--- config.mk ---
export PLATFORM = sky130hd
export DESIGN_NAME = line_buffer_loader
export DESIGN_NICKNAME = d
export VERILOG_FILES = /design/src/rtl/line_buffer_loader.sv
export SDC_FILE = /design/constraint.sdc
export NUM_CORES = 1
export LEC_CHECK = 0
export ABC_CLOCK_PERIOD_IN_PS = 3000
export CAP_MARGIN = 5
export CORE_MARGIN = 8
export CORE_UTILIZATION = 45
export CTS_CLUSTER_DIAMETER = 150
export DETAILED_ROUTE_END_ITERATION = 16
export PLACE_DENSITY = 0.83
export SKIP_LAST_GASP = 1
export SLEW_MARGIN = 20
export SYNTH_ARGS = -nofsm -noshare
export SYNTH_HDL_FRONTEND = slang
export SYNTH_SLANG_ARGS = --single-unit
--- constraint.sdc ---
create_clock -name clk -period 3 [get_ports clk]
set_input_delay 0.6 -clock clk [delete_from_list [all_inputs] [get_ports clk]]
set_output_delay 0.6 -clock clk [all_outputs]
set_load 0.1 [all_outputs]
--- src/rtl/line_buffer_loader.sv ---
// line_buffer_loader
// ------------------
// Fill controller for a 4-row x 16-byte line buffer. Fetches 32-bit words
// from word-addressed memory and writes them into the buffer.
//
// Every row is loaded as one shift strobe (makes room at row 0) followed by
// WORDS_PER_ROW word writes to byte indices 0, 4, 8, 12.
//
// Load modes:
//   - start    : loads ROWS rows from base_addr, stepping by row_stride.
//   - next_row : loads one row at the previous row address plus the stride.
//
// At most one memory read is outstanding. mem_rvalid is only honoured
// while waiting for the current read.
//
// All outputs are decoded from the current state and the memory response,
// so every output is 0 in IDLE and during reset.

module line_buffer_loader #(
  parameter int ROWS          = 4,
  parameter int WORDS_PER_ROW = 4,
  parameter int ADDR_W        = 16
) (
  input  logic              clk,
  input  logic              rst,          // asynchronous, active-low
  input  logic              start,
  input  logic              next_row,
  input  logic [ADDR_W-1:0] base_addr,
  input  logic [ADDR_W-1:0] row_stride,
  output logic              mem_rd,
  output logic [ADDR_W-1:0] mem_addr,
  input  logic [31:0]       mem_rdata,
  input  logic              mem_rvalid,
  output logic              buf_write_en,
  output logic              buf_shift_en,
  output logic [7:0]        buf_index,
  output logic [31:0]       buf_data_in,
  output logic              busy,
  output logic              done
);

  // Counter widths: the word counter spans 0..WORDS_PER_ROW-1 and the row
  // counter spans 0..ROWS.
  localparam int WORD_W = (WORDS_PER_ROW > 1) ? $clog2(WORDS_PER_ROW) : 1;
  localparam int ROWS_W = $clog2(ROWS + 1);

  localparam logic [WORD_W-1:0] LAST_WORD = WORD_W'(WORDS_PER_ROW - 1);
  localparam logic [ROWS_W-1:0] ROWS_INIT = ROWS_W'(ROWS);
  localparam logic [ROWS_W-1:0] ONE_ROW   = ROWS_W'(1);

  typedef enum logic [2:0] {
    IDLE  = 3'd0,
    SHIFT = 3'd1,
    REQ   = 3'd2,
    WAIT  = 3'd3,
    DONE  = 3'd4
  } state_t;

  state_t            state, state_nxt;
  logic [ADDR_W-1:0] row_addr, row_addr_nxt;   // word address of the row being loaded
  logic [ADDR_W-1:0] stride, stride_nxt;       // distance between consecutive rows
  logic [WORD_W-1:0] word, word_nxt;           // word within the current row
  logic [ROWS_W-1:0] rows_left, rows_left_nxt; // rows still to load, incl. current

  // State and datapath registers; reset abandons any load in flight.
  // NOTE: sequential state uses non-blocking assignments so every register
  // samples pre-edge values and simulation order cannot change the result.
  always_ff @(posedge clk or negedge rst) begin
    if (!rst) begin
      state     <= IDLE;
      row_addr  <= '0;
      stride    <= '0;
      word      <= '0;
      rows_left <= '0;
    end else begin
      state     <= state_nxt;
      row_addr  <= row_addr_nxt;
      stride    <= stride_nxt;
      word      <= word_nxt;
      rows_left <= rows_left_nxt;
    end
  end

  // Next-state logic and output decode for the load sequencer.
  // NOTE: every signal is given a default before the case statement, so no
  // path through the block leaves it unassigned and no latch is inferred.
  always_comb begin
    state_nxt     = state;
    row_addr_nxt  = row_addr;
    stride_nxt    = stride;
    word_nxt      = word;
    rows_left_nxt = rows_left;

    mem_rd        = 1'b0;
    mem_addr      = '0;
    buf_write_en  = 1'b0;
    buf_shift_en  = 1'b0;
    buf_index     = '0;
    buf_data_in   = '0;
    done          = 1'b0;

    case (state)
      IDLE: begin
        // start wins over next_row. Either request is only seen here, so
        // requests made while busy are dropped rather than queued.
        if (start) begin
          row_addr_nxt  = base_addr;
          stride_nxt    = row_stride;
          rows_left_nxt = ROWS_INIT;
          state_nxt     = SHIFT;
        end else if (next_row) begin
          row_addr_nxt  = row_addr + stride;
          rows_left_nxt = ONE_ROW;
          state_nxt     = SHIFT;
        end
      end

      SHIFT: begin
        // Shift the buffer down one row so the new row lands at row 0.
        buf_shift_en = 1'b1;
        word_nxt     = '0;
        state_nxt    = REQ;
      end

      REQ: begin
        // One-cycle read request. The address wraps at the address width.
        mem_rd    = 1'b1;
        mem_addr  = row_addr + ADDR_W'(word);
        state_nxt = WAIT;
      end

      WAIT: begin
        // Write the returned word straight through to the buffer in the
        // cycle it arrives.
        if (mem_rvalid) begin
          buf_write_en = 1'b1;
          buf_data_in  = mem_rdata;
          buf_index    = 8'({word, 2'b00});
          if (word != LAST_WORD) begin
            word_nxt  = word + 1'b1;
            state_nxt = REQ;
          end else begin
            rows_left_nxt = rows_left - 1'b1;
            if (rows_left == ONE_ROW) begin
              state_nxt = DONE;
            end else begin
              row_addr_nxt = row_addr + stride;
              state_nxt    = SHIFT;
            end
          end
        end
      end

      DONE: begin
        done      = 1'b1;
        state_nxt = IDLE;
      end

      default: state_nxt = IDLE;
    endcase
  end

  assign busy = (state != IDLE);

endmodule
==> reports/metrics.yaml <==
run_status:
  status: "completed"
placed_design:
  placed_area_um2: 5090
  gp_congestion: 0.932
  dp_hpwl_mm: 8.43
  dp_slack_ns: 0.172
  port_buffers: 123
timing:
  fmax_mhz: 340
  worstMarginPinSlew_ns: 0.982
  min_period_ns: 2.94
  slew_headroom_pct: 34.2
  rsz0062_at_grt: "true"
  report.final.slew_viol_count: 0
  post-route-period-util_pct: 98.0
  setup_violations: 0
  finClkSkew_ns: 0.00324
  setup_slack_ns: 0.0594
  hold_viol: 0
logic_synthesis:
  yosys.area.top_type: "dfrtp_1"
  syn_area_um2: 3290
  yosys_register_bits: 40
  ys_async_sr_fraction_pct: 100
  syn_inst: 395
  ys_types: 47
  synthMuxAreaShare_pct: 6.70
  ys_top_cells_by_count: "and3_1 (45), dfrtp_1 (40), nor2_1 (39), nand2_1 (36), a21oi_1 (23)"
  synthTopCellsByArea: "dfrtp_1 (30%), and3_1 (8.6%), ha_1 (7.6%), mux2_2 (4.8%), nor2_1 (4.5%)"
  synth-edff-count: 0
  synth_xor_area_share_pct: 5.86
  yosys.area_share.simple_pct: 26.8
  synth.most_common_cell: "and3_1"
  synth_top_area_share_pct: 30.4
  synthAdderAreaFrac_pct: 8.83
  synth_compound_area_share_pct: 15.1
  avgSynthCellArea_um2: 8.32
  synth_top_family_by_area: "simple AND/OR/NAND/NOR gates"
  synth_top_flop_cell: "dfrtp_1"
  ys_seq_area_share_pct: 30.4
  yosys_warnings: 0
setup_path:
  cp_slowest_cell: "dfrtp_2"
  cp.arrival_ns: 2.34
  path_cells: "ha_1 > a21o_1 > or3b_4 > nor2_2 > nand3_1 > xor2_2 > nor2_4 > buf_12"
  worst_setup_path_end_kind: "output port"
  critPathMaxFanout: 4
  crit_type: "flip-flop to output port"
  max_stage_delay_ns: 0.43
  start_kind: "flip-flop"
  cp.required_ns: 2.40
drt:
  via_per_inst: 5.48
  post_drt_wl_per_cell_um: 17.1
  finalWirelength_mm: 10.5
  via_count: 3344
  drtIter0Drc: 150
  dr.pass1.iters: 5
  final_antenna_net_count: 0
  drc: 0
floorplan:
  dieArea_um2: 10300
  initial_utilization_pct: 45.8
  core_region_area_um2: 7180
  dieHeight_um: 101
  die-width_um: 101
  io_pins: 130
  row_count: 31
clock_network:
  hold_buffers: 0
  clk_pin_slew_worst_paths_ns: 0.08
  htreeDepth: 2
  clk_path_buf_depth: 2
  clock_latency_ns: 0.29
  cts_tree: "built"
  root_buffer: "clkbuf_8"
  clock_sinks: 40
  cts_made_buffers: 5
final_layout:
  synthToLayoutAreaGrowth_pct: 59.2
  final_cell_area_um2: 5230
  n_antenna_cell: 0
  nNetsFinal: 601
  drive_gt1_share_pct: 21.9
flow_run:
  drv_cap: 0
hold_path:
  worst_hold_path_type: "input port to async pin"
global_route:
  grt-ovfl-total: 0
  grt_pass1_vias: 3523
  grt_usage_pct: 20.5
  grt_max_degree: 41
  antenna_found_initial: 0
  grt_first_pass_wirelength_mm: 16.9
==> metrics by stage <==
stage               setup TNS (ns)  std cells  utilization, %  hold WS, ns
floorplan                   -0.220        400               -        0.304
global placement                 0        598            70.9        0.463
detailed placement               0        598            70.9        0.468
CTS                              0        606            72.4        0.464
global route               -0.0388        610            72.9        0.515
finish                           0        610            72.9        0.432
==> placed cells by master (no fill, tap or decap), drive strengths merged, types with 10 or more instances in the layout <==
cell,synthesis,final
a21oi,24,24
and3,45,45
buf,14,67
clkdlybuf4s50,0,67
dfrtp,40,40
ha,20,20
mux2,16,16
nand2,36,36
nand3,17,17
nor2,40,40
nor3,10,10
o21ai,18,18
xnor2,12,12
xor2,10,10
==> final timing paths <==
path | startpoint | endpoint | slack (ns) | cells past startpoint
worst max register to register | row_addr[0] | row_addr[12] | 0.44 | 8
max in group asynchronous | rst | row_addr[1] | 1.93 | 1
min in group clk | rows_left[1] | rows_left[1] | 0.48 | 2
worst min-delay path | rst | row_addr[9] | 0.43 | 1
worst max-delay path | row_addr[1] | mem_addr[15] | 0.06 | 8
worst min register to register | rows_left[1] | rows_left[1] | 0.48 | 2
==> sequential cells by signal (all words and copies together) (netlist names) <==
signal and flops:
row_addr 16, stride 16, word 2, state 3, rows_left 3
==> metal layers <==
| layer | vias to the layer above | global-route usage (%) | wire length, µm |
|---|---|---|---|
| met5 | - | 0 | 0 |
| met4 | 0 | 5.27 | 105 |
| met3 | 10 | 7.84 | 1080 |
| met2 | 129 | 37.2 | 5390 |
| li1 | 1616 | - | - |
| met1 | 1589 | 21.8 | 3890 |
==> repair_timing <==
action / 4_1_cts / 5_1_grt
pin swaps: 0 / 2
resized for setup: 6 / 2
setup buffers: 0 / 4
setup endpoints to repair: 2 / 5
==> worst max-delay path: cells and delay by family, from the launching register on <==
| family | cells | cell delay, ns |
|---|---|---|
| and+or+nand+nor | 4 | 0.81 |
| DFF | 1 | 0.43 |
| adders and majority gates | 1 | 0.28 |
| xor gates and xnor gates | 1 | 0.19 |
| buffers and inverters | 1 | 0.18 |
| AOI/OAI and AO/OA | 1 | 0.15 |
==> final cells by class <==
type / count / area [µm²]
multi-input combinational: 320 / 2160
inverter: 9 / 33.8
timing repair buffer: 134 / 1820
clock buffer: 8 / 90.1
fill: 510 / 1940
tap: 99 / 124
sequential: 40 / 1000
==> logic make-up (layout without fill, tap and decap cells) <==
family                   Yosys count  in the layout
multiplexers                      20             20
buffers and inverters             40            151
XOR/XNOR                          22             22
other                              1              6
flip-flops                        40             40
AO/OA/AOI/OAI                     77             77
adder cells (fa/ha/maj)           22             22
AND/OR/NAND/NOR                  173            173
Power is left out: the tool's default activity adds up to more than one toggle a clock period on the data nets, which glitch-free logic cannot reach.
==> edit (same flow settings) <==
Change the parameter `ADDR_W` from 16 to 15.
--- a/src/rtl/line_buffer_loader.sv
+++ b/src/rtl/line_buffer_loader.sv
@@ -21,3 +21,3 @@
   parameter int WORDS_PER_ROW = 4,
-  parameter int ADDR_W        = 16
+  parameter int ADDR_W        = 15
 ) (
Interface: changed (resized base_addr, mem_addr and row_stride); port bits go from 130 to 127. No check against the original RTL was run, so the function may have changed too.
==> edit against the unedited design <==
  * Non-clock buffer count did not move
  * Count of clock-buffer cells in the layout fell by 1
  * First-iteration DRC count rose by 45%
  * Sequential cell count fell by 2
  * Design area fell by 3.7%
  * Area after synthesis fell by 6.0%
  * Global-route usage rose by 0.51 points
  * Final cell count fell by 6.7%
  * Setup slack got worse by 0.018 ns
  * Routed wire length rose by 1.5%
  * Fmax fell by 0.61%
  * Largest cell class unchanged
  * Highest routed layer unchanged
==> edit: results (changes against the unedited design) <==
\begin{tabular}{lr}
\hline
Metric & Value \\
\hline
\multicolumn{2}{l}{\textbf{Worst setup path}} \\
Worst-path fanout max & 3 (-1) \\
Slowest-stage cell, CP & sky130\_fd\_sc\_hd\_\_dfrtp\_1 \\
Critical R2R Launch & row\_addr[0] \\
Data arrival at the endpoint of the critical path & 2.36 ns (+0.02 ns) \\
Slowest cell delay on critical path & 0.36 ns (-0.07 ns) \\
Crit path launch & row\_addr[0] \\
\multicolumn{2}{l}{\textbf{Yosys}} \\
Post-synth top area share & 30.8\% (+0.32 points) \\
Number of different library cells in the post-synthesis netlist & 51 (+8.5\%) \\
Mapped Cells & 368 (-6.8\%) \\
Ranking of synthesized cells by instance count & sky130\_fd\_sc\_hd\_\_and3\_1 (38), sky130\_fd\_sc\_hd\_\_dfrtp\_1 (38), sky130\_fd\_sc\_hd\_\_nor2\_1 (35) \\
Share of synthesized area occupied by flip-flops and latches & 30.8\% (+0.32 points) \\
Largest cells by area after synthesis & sky130\_fd\_sc\_hd\_\_dfrtp\_1 (31\%), sky130\_fd\_sc\_hd\_\_and3\_1 (7.7\%), sky130\_fd\_sc\_hd\_\_ha\_1 (7.7\%), sky130\_fd\_sc\_hd\_\_mux2\_2 (5.1\%), sky130\_fd\_sc\_hd\_\_xor2\_1 (4.5\%) \\
\multicolumn{2}{l}{\textbf{Clocking}} \\
Largest buffer count on any clock path & 2 (unchanged) \\
Number of buffers created by CTS & 5 (unchanged) \\
Clk Tree Root Cell & sky130\_fd\_sc\_hd\_\_clkbuf\_8 \\
\multicolumn{2}{l}{\textbf{Worst hold path}} \\
Worst hold path class & in2async \\
\multicolumn{2}{l}{\textbf{Route}} \\
Average wire per standard cell & 18.7 um (+8.8\%) \\
Post-Route WL & 10.6 mm (+1.5\%) \\
Via density per instance & 5.77 (+5.3\%) \\
Drt initial violations & 217 (+45\%) \\
\multicolumn{2}{l}{\textbf{Finish}} \\
Layout cells sized above 1 & 23.3\% (+1.4 points) \\
Number of inserted filler cells in the final layout & 442 (-13\%) \\
Largest registers & row\_addr: 15 flops, stride: 15 flops \\
Number of nets in the layout & 577 (-4.0\%) \\
\multicolumn{2}{l}{\textbf{Global routing}} \\
Global-route wire length before repair & 16.6 mm (-1.6\%) \\
Tot GR Track Use & 21.1\% (+0.51 points) \\
Pin count of the biggest net entering global routing & 43 (+4.9\%) \\
Vias in the first global route & 3,257 (-7.6\%) \\
\multicolumn{2}{l}{\textbf{Placement}} \\
Cell area after placement & 4900 um2 (-3.8\%) \\
Count of buffers inserted at the top-level ports & 120 (-2.4\%) \\
DPL Wire Length & 8.27 mm (-1.9\%) \\
Routability Congestion & 0.919 (-1.4\%) \\
Number of cells after detailed placement & 557 (-6.9\%) \\
Worst Setup Slack post-DPL & 0.205 ns (+0.0329 ns) \\
\multicolumn{2}{l}{\textbf{STA}} \\
Final worst clock skew & 0.00657 ns (+0.00333 ns) \\
Slew headroom & 41.0\% (+6.8 points) \\
\multicolumn{2}{l}{\textbf{Run status}} \\
Run status & finished clean \\
\hline
\end{tabular}
-- edit: changes by cell type in the layout (fill, tap and decap cells not counted), moves of 3 or more --
cell / delta
sky130_fd_sc_hd__nor3_1: -7
sky130_fd_sc_hd__nor2_2: -5
sky130_fd_sc_hd__o211ai_1: +3
sky130_fd_sc_hd__nand4_1: -5
sky130_fd_sc_hd__o21a_1: +3
sky130_fd_sc_hd__and3_1: -7
sky130_fd_sc_hd__xor2_1: +7
sky130_fd_sc_hd__a22o_1: -3
sky130_fd_sc_hd__a21oi_1: -7
sky130_fd_sc_hd__xnor2_1: -9
sky130_fd_sc_hd__a31oi_1: +3
sky130_fd_sc_hd__or3_1: +5
-- edit: kinds of logic after synthesis --
family / share of synthesized area, %
buffers and inverters: 5.54
XOR/XNOR: 5.38
flip-flops: 30.8
AO/OA/AOI/OAI: 17.0
other: 0.121
multiplexers: 6.07
AND/OR/NAND/NOR: 26.1
adder cells (fa/ha/maj): 8.98
-- edit: through the flow --
| step | hold slack (ns) | util, % | setup TNS [ns] | power (mW) |
|---|---|---|---|---|
| floorplan | 0.304 | - | -0.242 | 4.42 |
| global placement | 0.466 | 72.9 | 0 | 5.89 |
| detailed placement | 0.474 | 72.9 | 0 | 6.02 |
| CTS | 0.454 | 74.5 | 0 | 6.40 |
| global route | 0.493 | 75.0 | -0.285 | 6.84 |
| finish | 0.426 | 75.0 | 0 | 6.50 |
-- edit: repair_timing --
action	in CTS	in global routing
endpoints found under the hold margin	0	0
endpoints found under the setup margin	3	7
setup buffers	2	3
gates resized for setup	5	5
hold buffers	0	0
pin swaps	0	4
-- edit: cell type report --
type	instances	area, um2	area share, %
multi-input combinational	298	2060	40.8
timing repair buffer	134	1810	35.9
sequential	38	951	18.9
tap	80	100	1.99
clock buffer	7	76.3	1.51
inverter	12	45.0	0.894
-- edit: per-layer routing --
| metal | wire length [um] | vias to the layer above | track usage, % |
|---|---|---|---|
| met4 | 170 | 0 | 6.26 |
| met3 | 674 | 27 | 4.86 |
| met1 | 4140 | 1576 | 24.4 |
| met2 | 5630 | 146 | 37.5 |
| met5 | 0 | - | 0 |
| li1 | - | 1534 | - |
-- edit: final timing paths --
| check | end | slack [ns] | depth (start not counted) |
|---|---|---|---|
| min | stride[2] | 0.43 | 1 |
| min in group clk | rows_left[1] | 0.49 | 2 |
| max in group asynchronous | row_addr[14] | 2.02 | 1 |
| min reg2reg | rows_left[1] | 0.49 | 2 |
| max reg2reg | row_addr[14] | 0.42 | 11 |
| max | mem_addr[6] | 0.04 | 8 |
-- edit: where the power goes --
group / internal (mW) / leakage [nW] / switching (mW)
registers: 0.744 / 0.467 / 0.269
clock network: 0.160 / 0.0383 / 0.179
logic: 1.88 / 1.80 / 3.27
